[config.mk]
export PLATFORM = sky130hd
export DESIGN_NAME = oam_sprite_evaluator
export DESIGN_NICKNAME = d
export VERILOG_FILES = /design/src/rtl/oam_sprite_evaluator.sv
export SDC_FILE = /design/constraint.sdc
export NUM_CORES = 1
export LEC_CHECK = 0
export CAP_MARGIN = 20
export CORE_UTILIZATION = 35
export DETAILED_ROUTE_END_ITERATION = 6
export HOLD_SLACK_MARGIN = 0.15
export PLACE_DENSITY = 0.56
export SLEW_MARGIN = 30
export SYNTH_ARGS = -nofsm -noshare
export SYNTH_HDL_FRONTEND = slang
export SYNTH_SLANG_ARGS = --single-unit
[constraint.sdc]
create_clock -name clk -period 35 [get_ports clk]
set_input_delay 7 -clock clk [delete_from_list [all_inputs] [get_ports clk]]
set_output_delay 7 -clock clk [all_outputs]
set_load 0.02 [all_outputs]
[src/rtl/oam_sprite_evaluator.sv]
// Per-scanline OAM scanner: walks every OAM entry through a 1-cycle synchronous read
// port and collects the sprites covering the target line into a small line buffer.
module oam_sprite_evaluator #(
  parameter int OAM_ENTRIES   = 64,
  parameter int MAX_SPRITES   = 8,
  parameter int SPRITE_HEIGHT = 8
) (
  input  logic        clk,
  input  logic        reset,
  input  logic        start,
  input  logic [7:0]  target_line,
  output logic [5:0]  oam_read_addr,
  input  logic [31:0] oam_read_data,
  output logic        busy,
  output logic        done,
  output logic [3:0]  sprite_count,
  output logic        overflow,
  input  logic [2:0]  slot_idx,
  output logic [31:0] slot_data,
  output logic [3:0]  slot_row
);

  localparam logic [5:0] LAST_ADDR = 6'(OAM_ENTRIES - 1);
  localparam logic [3:0] MAX_CNT   = 4'(MAX_SPRITES);
  localparam logic [8:0] HEIGHT9   = 9'(SPRITE_HEIGHT);

  typedef enum logic [1:0] {
    ST_IDLE,
    ST_SCAN,
    ST_DONE
  } state_t;

  state_t      state, next_state;
  logic        accept, last_eval, hit;
  logic [8:0]  diff;
  logic [7:0]  tgt;
  logic        addr_valid, data_valid;
  logic [5:0]  data_idx;
  logic [35:0] slots [MAX_SPRITES];

  always_ff @(posedge clk or posedge reset) begin
    if (reset) state <= ST_IDLE;
    else       state <= next_state;
  end

  always_comb begin
    next_state = state;
    accept     = 1'b0;
    last_eval  = 1'b0;
    case (state)
      ST_IDLE: begin
        if (start) begin
          accept     = 1'b1;
          next_state = ST_SCAN;
        end
      end
      ST_SCAN: begin
        if (data_valid && data_idx == LAST_ADDR) begin
          last_eval  = 1'b1;
          next_state = ST_DONE;
        end
      end
      ST_DONE: next_state = ST_IDLE;
      default: next_state = ST_IDLE;
    endcase
  end

  // A borrow out of the 9-bit subtraction means Y lies below the line, so no wrap-around hits.
  always_comb begin
    diff = {1'b0, tgt} - {1'b0, oam_read_data[31:24]};
    hit  = (state == ST_SCAN) && data_valid && !diff[8] && (diff < HEIGHT9);
  end

  always_ff @(posedge clk or posedge reset) begin
    if (reset) begin
      oam_read_addr <= '0;
      busy          <= 1'b0;
      done          <= 1'b0;
      sprite_count  <= '0;
      overflow      <= 1'b0;
      tgt           <= '0;
      addr_valid    <= 1'b0;
      data_valid    <= 1'b0;
      data_idx      <= '0;
      for (int s = 0; s < MAX_SPRITES; s++) slots[s] <= '0;
    end else begin
      busy <= (next_state != ST_IDLE);
      done <= (next_state == ST_DONE);
      if (accept) begin
        tgt           <= target_line;
        sprite_count  <= '0;
        overflow      <= 1'b0;
        oam_read_addr <= '0;
        addr_valid    <= 1'b1;
        data_valid    <= 1'b0;
        data_idx      <= '0;
        for (int s = 0; s < MAX_SPRITES; s++) slots[s] <= '0;
      end else if (state == ST_SCAN) begin
        // data_idx names the entry whose word arrives on the read port next cycle
        data_valid <= addr_valid && !last_eval;
        data_idx   <= oam_read_addr;
        if (addr_valid) begin
          if (oam_read_addr != LAST_ADDR) oam_read_addr <= oam_read_addr + 6'd1;
          else                            addr_valid    <= 1'b0;
        end
        if (hit) begin
          if (sprite_count < MAX_CNT) begin
            slots[sprite_count[2:0]] <= {oam_read_data, diff[3:0]};
            sprite_count             <= sprite_count + 4'd1;
          end else begin
            overflow <= 1'b1;
          end
        end
      end
    end
  end

  always_comb begin
    slot_data = '0;
    slot_row  = '0;
    if ({1'b0, slot_idx} < sprite_count) begin
      slot_data = slots[slot_idx][35:4];
      slot_row  = slots[slot_idx][3:0];
    end
  end

endmodule

## After elaboration in Yosys (flattened, before gate mapping)

Index checks and enable logic that the tools add are counted.

- Output and inout bits: 49
- Bits in registers: 319
- Bits of input ports: 46
- Logic and storage cells: 91

- Order comparisons: 6
- Eq/ne operators: 5
- Reduce and logical (&&, ||, !) cells: 18
- Muxes and demuxes: 39
- Bitwise operators: 2
- Add/sub/neg operators: 3

Operators with widths:

| kind | number |
|---|---|
| $mux 288 | 4 |
| $bwmux 288 | 1 |
| $bmux 36 s3 | 1 |
| $demux 36 s3 | 1 |
| $mux 36 | 3 |
| $mux 6 | 6 |
| $mux 32 | 1 |
| $mux 4 | 5 |
| $mux 1 | 14 |
| $reduce_bool 2->1 | 6 |
| $lt 9x4->1 const B | 1 |
| $reduce_and 3->1 | 3 |
| $sub 8x8->9 | 1 |
| $ge 4x4->1 const B | 2 |
| $not 3->4 | 2 |
| $add 6x1->6 const B | 1 |
| $eq 6x6->1 const B | 1 |
| $logic_and 1x1->1 | 6 |
| $ne 6x6->1 const B | 1 |
| $add 4x1->4 const B | 1 |
| $lt 3x4->1 | 1 |
| $lt 4x1->1 const B | 1 |
| $lt 4x4->1 const B | 1 |
| $mux 2 | 2 |
| other kinds (6) | 7 |

## Depth between registers and ports, before layout

- Word-level depth: 10
- Gate-level depth with buffers: 12
- Mapped depth without buffers: 9

## Least setup slack after synthesis

No wires, ideal clock.

- Path kind: input-to-output
- From: in slot_idx[0]
- To: out slot_data[16]
- Slack: 19.316 ns
- Buffers on the path: 2
- Data required time: 28.000 ns
- Stages on the path: 5
- Arrival: 8.684 ns
- Cells stage by stage: clkbuf_1 -> buf_1 -> mux4_2 -> mux2i_1 -> nor2_1

- Word-level cells in the longest chain between the ends: 5
- Elaborated cells between the ends (all ways): 6
- Classes of those cells: order compare (1); mux (4); bitwise (1)

Ends and longest elaborated chain:

| item | RTL line | text |
|---|---|---|
| from (decl) | 18 | `input logic [2:0] slot_idx,` |
| $not 3->4 (not written as such) | 122 | `slot_data = slots[slot_idx][35:4];` |
| $bmux 36 s3 | 122 |  |
| $mux 36 (2 in a row) | -- |  |
| $mux 32 * | 121 | `if ({1'b0, slot_idx} < sprite_count) begin` |
| to (decl) | 19 | `output logic [31:0] slot_data,` |

Mark *: on every way between the ends. The rest lies on a longest branch, timed or not. The select of a mux whose other input is x is not followed.

## Worst setup path after layout

- From: in slot_idx[1]
- To: out slot_data[8]

The elaborated chain is that of the path after synthesis.

==> out/results.tsv <==
metric	value	unit
outcome	finished clean	
arrival	9750	ps
synth_edf_count	0	
syn_area	0.0157	sq mm
grt_usage	0.171	
num_vias	10100	
yosysUniqueCellTypes	41	
tritoncts	yes	
yosysSeqAreaShare	0.507	
final_common_cell	nand2_1	
clock_path_buffers	3	
fin_area	0.0183	sq mm
fin_setup_tns	0	ps
htree_num_levels	2	
drive_above_1_share	0.112	
cts_made_buffers	37	
slew_viol_final	0	
holdWs	478	ps
nNetsFinal	1446	
ant_nets	0	
wire_per_inst	19.3	um
place_congestion	0.714	
coreArea	0.0443	sq mm
hold_viol_final	0	
synthFlopType	dfrtp_1	
wl	38.7	mm
power_density	43.6	mW/mm^2
initialDrtViolationCount	661	
cts_resized	0	
worst_pin_slew	898	ps
cp-start-kind	input pin	
critPathCaptureType	output pin	
hpwl	21.4	mm
grt_start_max_net_pins	90	
p_leak	10.1	nW
relSlewSlack	0.401	
setup_violations	0	
finalCriticalPeriod	16750	ps
synthCells	1335	
area_delta_synth_final	16.3	%
antenna_cells	0	
grt_pass1_wl	62.0	mm
dr.pass1.iters	5	
ys_warn_count	0	
die_y	214	um
avgViaCountPerCell	5.05	
reg2reg_depth	7	
critPathRequiredTime	28000	ps
fin_crit_sh	0.478	
clock_latency	540	ps
clock.fmax	0.0597	GHz
drv_cap	0	
initial_core_util	0.355	
ir_drop	27.0	uV
die_w	214	um
critPathKind	input pin to output pin	
row_count	77	
fin_util	0.413	
clock-sinks	319	
rsz0062_at_grt	no	
synthesis.nets	1395	
min_path_cells	2	
grt_pass1_vias	10500	
port_buffers	94	
clk_pin_slew_worst_paths	60	ps
remaining_drc_errors	0	
io_pins	95	
fin_skew	22.1	ps
die_area	0.0458	sq mm
grt_overflow	0	
cts_root_buffer	clkbuf_16	
async_reset_ff_frac	1.00	
yosys_register_bits	319	
hold_buffers	0	
path_max_fanout	39	
place_ws	18050	ps
avgSynthCellArea	11.8	sq um
finalWorstSetupSlack	18250	ps
post_cts_buffers	0	
layout_common_cells	nand2_1, mux2i_1, dfrtp_1, clkdlybuf4s50_1, mux4_2	
dpl_cell_area	0.0170	sq mm
antenna_found_initial	0	
hold_path.class	register to register	
==> synthesized netlist by cell type, types with 4 or more instances <==
cell | number | area (sq um)
nand2_1 | 348 | 1310
mux2i_1 | 320 | 3200
dfrtp_1 | 319 | 7980
mux4_2 | 72 | 1620
clkbuf_1 | 54 | 203
nor2_1 | 54 | 203
buf_6 | 21 | 236
inv_1 | 15 | 56.3
buf_1 | 13 | 48.8
ha_1 | 13 | 163
nand4_1 | 13 | 81.3
buf_2 | 12 | 60.1
and3_1 | 11 | 68.8
a21oi_1 | 9 | 45.0
xor2_1 | 7 | 61.3
a22o_1 | 6 | 52.6
nand2b_1 | 6 | 37.5
o21ai_0 | 5 | 25.0
nand3_1 | 4 | 20.0
nor4_1 | 4 | 25.0
==> layout make-up <==
cell class	instances	area (sq um)
clock inverters	9	108
fillers	4236	26000
repair buffers	114	1100
well taps	592	741
multi-input cells	899	7160
inverters	15	63.8
clock buffers	58	1150
flip-flops and latches	319	7980
==> layer usage <==
layer,GRT usage,vias to the layer above,wire (um)
li1,-,4730,-
met1,0.244,5213,18700
met2,0.275,141,18300
met3,0.0260,39,1260
met4,0.0391,0,555
met5,0,-,0
==> state kept, by name, summed over array words and instances, names as in the netlist <==
register       cells
done               1
slots            288
busy               1
oam_read_addr      6
tgt                8
data_idx           6
overflow           1
state              2
sprite_count       4
data_valid         1
addr_valid         1
==> path summary, 6_finish.rpt <==
check / from / end / slack, ps
setup reg to reg: state[1]$_DFF_PP0_ / slots[237]$_DFFE_PP0P_ / 31090
hold reg to reg: tgt[3]$_DFFE_PP0P_ / tgt[3]$_DFFE_PP0P_ / 480
setup / recovery: slot_idx[1] / slot_data[8] / 18250
hold / removal: tgt[3]$_DFFE_PP0P_ / tgt[3]$_DFFE_PP0P_ / 480
max in group asynchronous: reset / slots[169]$_DFFE_PP0P_ / 26140
min in group asynchronous: reset / busy$_DFF_PP0_ / 6950
==> per-stage QoR <==
stage | power [W] | cells
floorplan | 0.000396 | 1335
global placement | 0.000409 | 1939
detailed placement | 0.000410 | 1939
CTS | 0.000809 | 2006
global route | 0.000827 | 2006
finish | 0.000798 | 2006
==> logic make-up after synthesis <==
| logic type | synth area share |
|---|---|
| DFF | 0.507 |
| adders and majority gates | 0.0116 |
| muxes | 0.307 |
| AOI/OAI and AO/OA | 0.0142 |
| and+or+nand+nor | 0.116 |
| buffers and inverters | 0.0394 |
| xor gates and xnor gates | 0.00445 |
==> critical path: stages <==
cell	delay (ps)
buf_4	510
buf_4	670
mux4_2	610
mux2i_1	290
nor2_1	70
clkdlybuf4s50_1	560
==> power breakdown <==
part	total [W]	switching [W]	internal [W]
combinational	0.0000334	0.0000222	0.0000112
clock	0.000395	0.000155	0.000241
sequential	0.000369	0.000000000303	0.000369
(Power assumes the default switching activity.)
